File: src/rtl/branch_resolve_unit_pkg.sv
// Shared LC-3b types and resolver state encoding for the MEM-stage branch resolver.
package branch_resolve_unit_pkg;

    typedef logic [15:0] lc3b_word;

    typedef enum logic [3:0] {
        op_br   = 4'b0000,
        op_add  = 4'b0001,
        op_ldb  = 4'b0010,
        op_stb  = 4'b0011,
        op_jsr  = 4'b0100,
        op_and  = 4'b0101,
        op_ldr  = 4'b0110,
        op_str  = 4'b0111,
        op_rti  = 4'b1000,
        op_not  = 4'b1001,
        op_ldi  = 4'b1010,
        op_sti  = 4'b1011,
        op_jmp  = 4'b1100,
        op_shf  = 4'b1101,
        op_lea  = 4'b1110,
        op_trap = 4'b1111
    } lc3b_opcode;

    typedef enum logic {
        BRS_RUN    = 1'b0,
        BRS_SQUASH = 1'b1
    } brs_state_t;

    function automatic logic is_uncond_op(lc3b_opcode op);
        return (op == op_jmp) || (op == op_jsr) || (op == op_trap);
    endfunction

endpackage

File: src/rtl/branch_resolve_unit_if.sv
// MEM-stage control-op bundle and front-end/training outputs of the branch resolver.
interface branch_resolve_unit_if
    import branch_resolve_unit_pkg::*;
#(
    parameter int CNT_WIDTH = 16
);
    logic                 stall;
    logic                 mem_valid;
    lc3b_opcode           mem_opcode;
    logic [2:0]           mem_nzp;
    logic [2:0]           cc_nzp;
    lc3b_word             mem_pc;
    logic                 mem_pred_taken;
    logic                 mem_predictor;
    lc3b_word             mem_pred_target;
    lc3b_word             mem_actual_target;

    logic                 take_jump;
    logic                 bad_uncond_jump;
    logic                 mispredict;
    lc3b_word             redirect_pc;
    logic                 wb_take_jump;
    logic                 wb_predict_taken;
    logic                 wb_predictor;
    lc3b_word             resolved_pc;
    logic                 update_branch_history;
    logic                 btb_we;
    lc3b_word             btb_wtarget;
    logic [CNT_WIDTH-1:0] branch_count;
    logic [CNT_WIDTH-1:0] mispredict_count;

    modport slave (
        input  stall, mem_valid, mem_opcode, mem_nzp, cc_nzp, mem_pc,
               mem_pred_taken, mem_predictor, mem_pred_target, mem_actual_target,
        output take_jump, bad_uncond_jump, mispredict, redirect_pc,
               wb_take_jump, wb_predict_taken, wb_predictor, resolved_pc,
               update_branch_history, btb_we, btb_wtarget,
               branch_count, mispredict_count
    );

    modport master (
        output stall, mem_valid, mem_opcode, mem_nzp, cc_nzp, mem_pc,
               mem_pred_taken, mem_predictor, mem_pred_target, mem_actual_target,
        input  take_jump, bad_uncond_jump, mispredict, redirect_pc,
               wb_take_jump, wb_predict_taken, wb_predictor, resolved_pc,
               update_branch_history, btb_we, btb_wtarget,
               branch_count, mispredict_count
    );
endinterface

File: src/rtl/branch_resolve_unit_sat_counter.sv
// Saturating up-counter: sticks at all-ones instead of wrapping.
module sat_counter #(
    parameter int WIDTH = 16
) (
    input  logic             clk,
    input  logic             rst,
    input  logic             inc,
    output logic [WIDTH-1:0] count
);
    always_ff @(posedge clk) begin
        if (rst)
            count <= '0;
        else if (inc && (count != '1))
            count <= count + 1'b1;
    end
endmodule

File: src/rtl/branch_resolve_unit.sv
// MEM-stage branch resolver: compares real control-op outcome with the IF-time
// prediction, requests redirects, trains the predictor/BTB and counts events.
module branch_resolve_unit
    import branch_resolve_unit_pkg::*;
#(
    parameter int SQUASH_DEPTH = 2,
    parameter int CNT_WIDTH    = 16
) (
    input  logic                  clk,
    input  logic                  rst,
    branch_resolve_unit_if.slave  bus
);
    brs_state_t state, state_nxt;
    logic [2:0] sq_cnt, sq_cnt_nxt;
    logic       done;
    logic       is_br, is_unc, ctl, tgt_miss, take, br_wrong, unc_wrong, wrong;
    logic       mispredict, resolve;

    logic       wb_take_q, wb_pred_q, wb_predictor_q, ubh_q, btb_we_q;
    lc3b_word   resolved_pc_q, btb_wtarget_q;
    logic [CNT_WIDTH-1:0] branch_cnt, mispred_cnt;

    always_comb begin
        is_br    = (bus.mem_opcode == op_br);
        is_unc   = is_uncond_op(bus.mem_opcode);
        tgt_miss = (bus.mem_pred_target != bus.mem_actual_target);
    end

    // FSM state register
    always_ff @(posedge clk) begin
        if (rst) begin
            state  <= BRS_RUN;
            sq_cnt <= '0;
        end else begin
            state  <= state_nxt;
            sq_cnt <= sq_cnt_nxt;
        end
    end

    // A stalled op that already redirected (done) is still the right-path op,
    // so its release edge is not counted as a squashed slot.
    always_comb begin
        state_nxt  = state;
        sq_cnt_nxt = sq_cnt;
        case (state)
            BRS_RUN: begin
                if (mispredict) begin
                    state_nxt  = BRS_SQUASH;
                    sq_cnt_nxt = 3'(SQUASH_DEPTH);
                end
            end
            BRS_SQUASH: begin
                if (!bus.stall && !done) begin
                    if (sq_cnt <= 3'd1) begin
                        state_nxt  = BRS_RUN;
                        sq_cnt_nxt = '0;
                    end else begin
                        sq_cnt_nxt = sq_cnt - 3'd1;
                    end
                end
            end
            default: begin
                state_nxt  = BRS_RUN;
                sq_cnt_nxt = '0;
            end
        endcase
    end

    // FSM outputs: only RUN (or the op that triggered the squash) resolves
    always_comb begin
        ctl     = bus.mem_valid && (is_br || is_unc) && ((state == BRS_RUN) || done);
        resolve = ctl && !bus.stall;
    end

    always_comb begin
        take       = ctl && (is_br ? |(bus.mem_nzp & bus.cc_nzp) : 1'b1);
        br_wrong   = (take != bus.mem_pred_taken) || (take && bus.mem_pred_taken && tgt_miss);
        unc_wrong  = !bus.mem_pred_taken || tgt_miss;
        wrong      = ctl && (is_br ? br_wrong : unc_wrong);
        mispredict = wrong && !done;
    end

    // done masks repeat redirects while the same op sits stalled in MEM
    always_ff @(posedge clk) begin
        if (rst)
            done <= 1'b0;
        else if (!bus.stall)
            done <= 1'b0;
        else if (ctl)
            done <= 1'b1;
    end

    always_ff @(posedge clk) begin
        if (rst) begin
            wb_take_q      <= 1'b0;
            wb_pred_q      <= 1'b0;
            wb_predictor_q <= 1'b0;
            resolved_pc_q  <= '0;
            btb_wtarget_q  <= '0;
            ubh_q          <= 1'b0;
            btb_we_q       <= 1'b0;
        end else begin
            ubh_q    <= resolve && is_br;
            btb_we_q <= resolve && take && tgt_miss;
            if (resolve) begin
                wb_take_q      <= take;
                wb_pred_q      <= bus.mem_pred_taken;
                wb_predictor_q <= bus.mem_predictor;
                resolved_pc_q  <= bus.mem_pc;
                btb_wtarget_q  <= bus.mem_actual_target;
            end
        end
    end

    sat_counter #(.WIDTH(CNT_WIDTH)) u_branch_cnt (
        .clk   (clk),
        .rst   (rst),
        .inc   (resolve),
        .count (branch_cnt)
    );

    sat_counter #(.WIDTH(CNT_WIDTH)) u_mispred_cnt (
        .clk   (clk),
        .rst   (rst),
        .inc   (resolve && wrong),
        .count (mispred_cnt)
    );

    assign bus.take_jump             = take;
    assign bus.bad_uncond_jump       = ctl && is_unc && unc_wrong;
    assign bus.mispredict            = mispredict;
    assign bus.redirect_pc           = take ? bus.mem_actual_target : bus.mem_pc + 16'd2;
    assign bus.wb_take_jump          = wb_take_q;
    assign bus.wb_predict_taken      = wb_pred_q;
    assign bus.wb_predictor          = wb_predictor_q;
    assign bus.resolved_pc           = resolved_pc_q;
    assign bus.update_branch_history = ubh_q;
    assign bus.btb_we                = btb_we_q;
    assign bus.btb_wtarget           = btb_wtarget_q;
    assign bus.branch_count          = branch_cnt;
    assign bus.mispredict_count      = mispred_cnt;

endmodule
File: src/flat_wrapper.sv
// flat-port wrapper written by rule: the top's interface ports become plain ports
module branch_resolve_unit_flat import branch_resolve_unit_pkg::*;
#(
    parameter int SQUASH_DEPTH = 2,
    parameter int CNT_WIDTH    = 16
)
  (clk, rst, bus_stall, bus_mem_valid, bus_mem_opcode, bus_mem_nzp, bus_cc_nzp, bus_mem_pc, bus_mem_pred_taken, bus_mem_predictor, bus_mem_pred_target, bus_mem_actual_target, bus_take_jump, bus_bad_uncond_jump, bus_mispredict, bus_redirect_pc, bus_wb_take_jump, bus_wb_predict_taken, bus_wb_predictor, bus_resolved_pc, bus_update_branch_history, bus_btb_we, bus_btb_wtarget, bus_branch_count, bus_mispredict_count);
  branch_resolve_unit_if #(.CNT_WIDTH(CNT_WIDTH)) bus_i ();
  input  logic clk;
  input  logic rst;
  input wire logic [$bits(bus_i.stall)-1:0] bus_stall;
  input wire logic [$bits(bus_i.mem_valid)-1:0] bus_mem_valid;
  input wire logic [$bits(bus_i.mem_opcode)-1:0] bus_mem_opcode;
  input wire logic [$bits(bus_i.mem_nzp)-1:0] bus_mem_nzp;
  input wire logic [$bits(bus_i.cc_nzp)-1:0] bus_cc_nzp;
  input wire logic [$bits(bus_i.mem_pc)-1:0] bus_mem_pc;
  input wire logic [$bits(bus_i.mem_pred_taken)-1:0] bus_mem_pred_taken;
  input wire logic [$bits(bus_i.mem_predictor)-1:0] bus_mem_predictor;
  input wire logic [$bits(bus_i.mem_pred_target)-1:0] bus_mem_pred_target;
  input wire logic [$bits(bus_i.mem_actual_target)-1:0] bus_mem_actual_target;
  output wire logic [$bits(bus_i.take_jump)-1:0] bus_take_jump;
  output wire logic [$bits(bus_i.bad_uncond_jump)-1:0] bus_bad_uncond_jump;
  output wire logic [$bits(bus_i.mispredict)-1:0] bus_mispredict;
  output wire logic [$bits(bus_i.redirect_pc)-1:0] bus_redirect_pc;
  output wire logic [$bits(bus_i.wb_take_jump)-1:0] bus_wb_take_jump;
  output wire logic [$bits(bus_i.wb_predict_taken)-1:0] bus_wb_predict_taken;
  output wire logic [$bits(bus_i.wb_predictor)-1:0] bus_wb_predictor;
  output wire logic [$bits(bus_i.resolved_pc)-1:0] bus_resolved_pc;
  output wire logic [$bits(bus_i.update_branch_history)-1:0] bus_update_branch_history;
  output wire logic [$bits(bus_i.btb_we)-1:0] bus_btb_we;
  output wire logic [$bits(bus_i.btb_wtarget)-1:0] bus_btb_wtarget;
  output wire logic [$bits(bus_i.branch_count)-1:0] bus_branch_count;
  output wire logic [$bits(bus_i.mispredict_count)-1:0] bus_mispredict_count;
  assign bus_i.stall = bus_stall;
  assign bus_i.mem_valid = bus_mem_valid;
  assign bus_i.mem_opcode = bus_mem_opcode;
  assign bus_i.mem_nzp = bus_mem_nzp;
  assign bus_i.cc_nzp = bus_cc_nzp;
  assign bus_i.mem_pc = bus_mem_pc;
  assign bus_i.mem_pred_taken = bus_mem_pred_taken;
  assign bus_i.mem_predictor = bus_mem_predictor;
  assign bus_i.mem_pred_target = bus_mem_pred_target;
  assign bus_i.mem_actual_target = bus_mem_actual_target;
  assign bus_take_jump = bus_i.take_jump;
  assign bus_bad_uncond_jump = bus_i.bad_uncond_jump;
  assign bus_mispredict = bus_i.mispredict;
  assign bus_redirect_pc = bus_i.redirect_pc;
  assign bus_wb_take_jump = bus_i.wb_take_jump;
  assign bus_wb_predict_taken = bus_i.wb_predict_taken;
  assign bus_wb_predictor = bus_i.wb_predictor;
  assign bus_resolved_pc = bus_i.resolved_pc;
  assign bus_update_branch_history = bus_i.update_branch_history;
  assign bus_btb_we = bus_i.btb_we;
  assign bus_btb_wtarget = bus_i.btb_wtarget;
  assign bus_branch_count = bus_i.branch_count;
  assign bus_mispredict_count = bus_i.mispredict_count;
  branch_resolve_unit #(.SQUASH_DEPTH(SQUASH_DEPTH), .CNT_WIDTH(CNT_WIDTH)) u_core (.clk(clk), .rst(rst), .bus(bus_i));
endmodule
File: config.mk
export PLATFORM = sky130hd
export DESIGN_NAME = branch_resolve_unit_flat
export DESIGN_NICKNAME = d
export VERILOG_FILES = /design/src/rtl/branch_resolve_unit_pkg.sv /design/src/rtl/branch_resolve_unit_if.sv /design/src/rtl/branch_resolve_unit_sat_counter.sv /design/src/rtl/branch_resolve_unit.sv /design/src/flat_wrapper.sv
export SDC_FILE = /design/constraint.sdc
export NUM_CORES = 1
export LEC_CHECK = 0
export CAP_MARGIN = 20
export CORE_ASPECT_RATIO = 1.75
export CORE_MARGIN = 10
export CORE_UTILIZATION = 55
export DETAILED_ROUTE_END_ITERATION = 8
export DONT_BUFFER_PORTS = 1
export PLACE_DENSITY = 0.7
export SLEW_MARGIN = 5
export SYNTH_ARGS = -nofsm -noshare
export SYNTH_HDL_FRONTEND = slang
export SYNTH_SLANG_ARGS = --single-unit
File: constraint.sdc
create_clock -name clk -period 4.3 [get_ports clk]
set_input_delay 0.215 -clock clk [delete_from_list [all_inputs] [get_ports clk]]
set_output_delay 0.215 -clock clk [all_outputs]
set_load 0.03 [all_outputs]
==> flow_summary_export.csv <==
group,metric,value,unit
status,outcome,"complete, no violations",
placement,place_congestion,0.844,
layout,area_growth,9.07,%
worst_setup_path,max_stage_delay,530,ps
sta,maxSlewHeadroom,25.2,%
sta,fin_crit_sh,81.2,%
worst_setup_path,worstPathArrival,3280,ps
yosys,syn_area,3860,um^2
die,initial_utilization,56.3,%
yosys,ys_top_cells_by_area,"dfxtp_1, a21oi_1, nand2_1, xnor2_1, nor2_1",
detailed_routing,drtPass1Iterations,4,
yosys,async_flop_share,0,%
clock_tree,clk_latency,330,ps
placement,place_inst,549,
yosys,synth_top_family_by_area,"simple AND/OR/NAND/NOR gates",
global_route,grt_use_total,20.9,%
yosys,synth_seq_cells,74,
yosys,synthSimpleGateAreaFrac,29.3,%
layout,multi_input_area,2240,um^2
yosys,syn_inst,488,
die,core_area,6860,um^2
die,die_x,83.3,um
yosys,ys_warn_count,0,
worst_setup_path,crit_fanout,32,
worst_setup_path,reg2reg_depth,11,
worst_setup_path,r2r-end,"u_core.u_mispred_cnt.count[10]",
yosys,synth.distinct_cells,52,
global_route,grt_pass1_vias,3476,
clock_tree,numCtsBuffers,9,
clock_tree,clk_pin_slew,60,ps
die,pin_count,152,
clock_tree,cts_max_level,3,
worst_setup_path,r2r_setup_slack,1120,ps
yosys,synth_compound_area_share,15.5,%
worst_setup_path,cp_num_buf_inv,3,
worst_setup_path,critPathKind,"register to primary output",
sta,tightest_slew,1120,ps
worst_setup_path,path_cells,"nand2b_2 > nand2_1 > or3_1 > buf_4 > inv_1 > ha_1 > nand2_1 > o211a_1 > or3_1 > inv_1",
clock_tree,cts-resized-gates,0,
sta,setup_viol,0,
global_route,grt_pass1_wl,18500,um
layout,register_area,1480,um^2
worst_setup_path,crit_required,4090,ps
die,die_area,10900,um^2
pwr,ir_drop,0.254,mV
yosys,ys_seq_area_share,38.4,%
layout,drive_gt1_share,7.69,%
layout,antenna_cells,0,
detailed_routing,vias,3438,
clock_tree,clock-sinks,74,
hold_path,hold_depth,2,
worst_setup_path,cp-end-kind,"primary output",
yosys,synth_edf_count,0,
global_route,grt_overflow,0,
yosys,synth_nets,558,
layout,fillers,614,
yosys,synthMuxAreaShare,1.72,%
yosys,synthFlopType,"dfxtp_1",
detailed_routing,post_drt_wl_per_cell,20.6,um
sta,holdWs,9.70,ps
yosys,yosys.area.top_type_share,38.4,%
hold_path,worstHoldPathType,"input port to register",
pwr,power.leakage,1.38,nW
yosys,synth_xor_area_share,9.52,%
sta,finalHoldViolCount,0,
hold_path,hold-path-endpoint,"u_core.bus.btb_wtarget[15]",
detailed_routing,drc,0,
run,max_cap_viol_count,0,
yosys,syn_avg_cell_area,7.91,um^2
yosys,synth_top_area_cell,"dfxtp_1",
detailed_routing,antenna_left,0,
global_route,grt_antenna_before_repair,0,
worst_setup_path,crit_family,"simple AND/OR/NAND/NOR gates",
clock_tree,clockBufferDepth,2,
layout,final_nets,547,
worst_setup_path,worst_setup_path_start_kind,"register",
detailed_routing,wirelength,11600,um
layout,final_cells,565,
pwr,power_density,391,nW/um^2
clock_tree,clockRootBuffer,"clkbuf_16",
sta,rsz0062_at_grt,"no",
placement,place_hpwl,8820,um
global_route,grt_max_degree,71,
placement,numPortBuffers,0,
worst_setup_path,r2r_start,"u_core.done",
hold_path,min_from,"bus_mem_actual_target[15]",
yosys,synthAdderAreaFrac,1.94,%
sta,fmax,286,MHz
sta,slew_violations,0,
die,die_h,131,um
sta,min_period,3490,ps
sta,setup_tns,0,ps
detailed_routing,vias_per_cell,6.08,
worst_setup_path,crit_slowest_cell,"or3_1",
detailed_routing,initialDrtViolationCount,202,
sta,clock_skew,5.23,ps
die,rows,40,
clock_tree,tritoncts,"yes",
[stage by stage]
stage               setup WS (ps)  utilization (%)  power, mW  area [um^2]
finish                        809             61.4       1.65         4210
global placement             1100             56.6      0.859         3880
global route                  529             61.4       1.70         4210
CTS                           806             61.4       1.65         4210
floorplan                    1090                -      0.847         3860
detailed placement           1040             56.6      0.860         3880
[power breakdown]
group | switching [mW] | total, mW | internal [mW]
sequential | 0.0243 | 0.720 | 0.695
clock | 0.287 | 0.788 | 0.501
combinational | 0.0937 | 0.138 | 0.0440
[Yosys cell counts (all sizes together), types with 3 or more instances]
cell,n
nand3,16
mux2,5
nand2b,3
or3,6
and3,5
xor2,19
and2,5
nor2,45
nor3,5
o31ai,10
ha,6
buf,8
inv,7
or2,3
a21oi,68
nor2b,5
dfxtp,74
nand2,90
nand4,21
xnor2,23
or4,9
o21ai,7
clkbuf,18
nor4,8
a211oi,4
[cell usage in the layout, fill, tap and decap left out, types with 2 or more instances in the layout]
cell type  synthesis  routed
ha_1               6       6
nand4_1           21      21
nor4_2             2       2
o31ai_1           10      10
mux2_2             2       2
xor2_1            19      19
dfxtp_1           74      74
buf_4              1       3
and3_1             5       5
and2_1             5       5
clkbuf_16          0       9
nor2b_1            5       5
inv_1              7       7
mux2_1             3       3
o21ai_0            7       7
or4_1              9       9
nand2_1           89      89
bufinv_16          0       2
nor3b_1            2       2
nor2_1            45      44
nand2b_1           2       2
or3_1              6       6
a211oi_1           3       3
a21oi_1           67      67
nor3_1             4       4
clkinv_2           0       3
nor4_1             6       6
or2_2              3       3
xnor2_1           23      23
nand3_1           16      16
[timing repair]
item                                   CTS  global route
buffers inserted                         0             0
hold buffers                             1             0
endpoints found under the hold margin   70             0
[worst max path at each step]
stage | startpoint | end | slack (ps) | depth (start not counted)
final | u_core.done | bus_mispredict | 810 | 10
after global routing | u_core.done | bus_mispredict | 530 | 10
after CTS | u_core.done | bus_mispredict | 810 | 10
after detailed placement | bus_mem_opcode[1] | u_core.u_mispred_cnt.count[10] | 1040 | 11
after global placement | bus_mem_opcode[1] | bus_mispredict | 1100 | 10
after floorplan | u_core.done | u_core.u_mispred_cnt.count[1] | 1090 | 15
[logic make-up after synthesis]
family,Yosys count
compound gates,99
xor+xnor,42
fa+ha+maj,6
buf+inv,33
flops,74
mux,6
simple gates,228
[per-layer routing]
metal,global-route usage (%),part of all wire (%),wire [um],up-vias
li1,-,-,-,1685
met1,20.0,34,3980,1576
met2,36.7,51,5980,156
met3,10.3,12,1350,21
met4,9.66,2.6,308,0
met5,0,0,0,-
[area by class of cell]
cell class | instances | share of cell area (%)
multi-input cells | 381 | 53.2
flip-flops and latches | 74 | 35.2
clock buffers | 9 | 5.35
well taps | 84 | 2.49
clock inverters | 6 | 1.96
repair buffers | 4 | 1.19
inverters | 7 | 0.624
[flip-flops by register name (all words and copies together), names as in the netlist]
signal	count
u_core.bus.btb_we	1
u_core.bus.btb_wtarget	16
u_core.bus.resolved_pc	16
u_core.bus.update_branch_history	1
u_core.bus.wb_predict_taken	1
u_core.bus.wb_predictor	1
u_core.bus.wb_take_jump	1
u_core.done	1
u_core.sq_cnt	3
u_core.state	1
u_core.u_branch_cnt.count	16
u_core.u_mispred_cnt.count	16
Power figures use the tool's default switching activity.
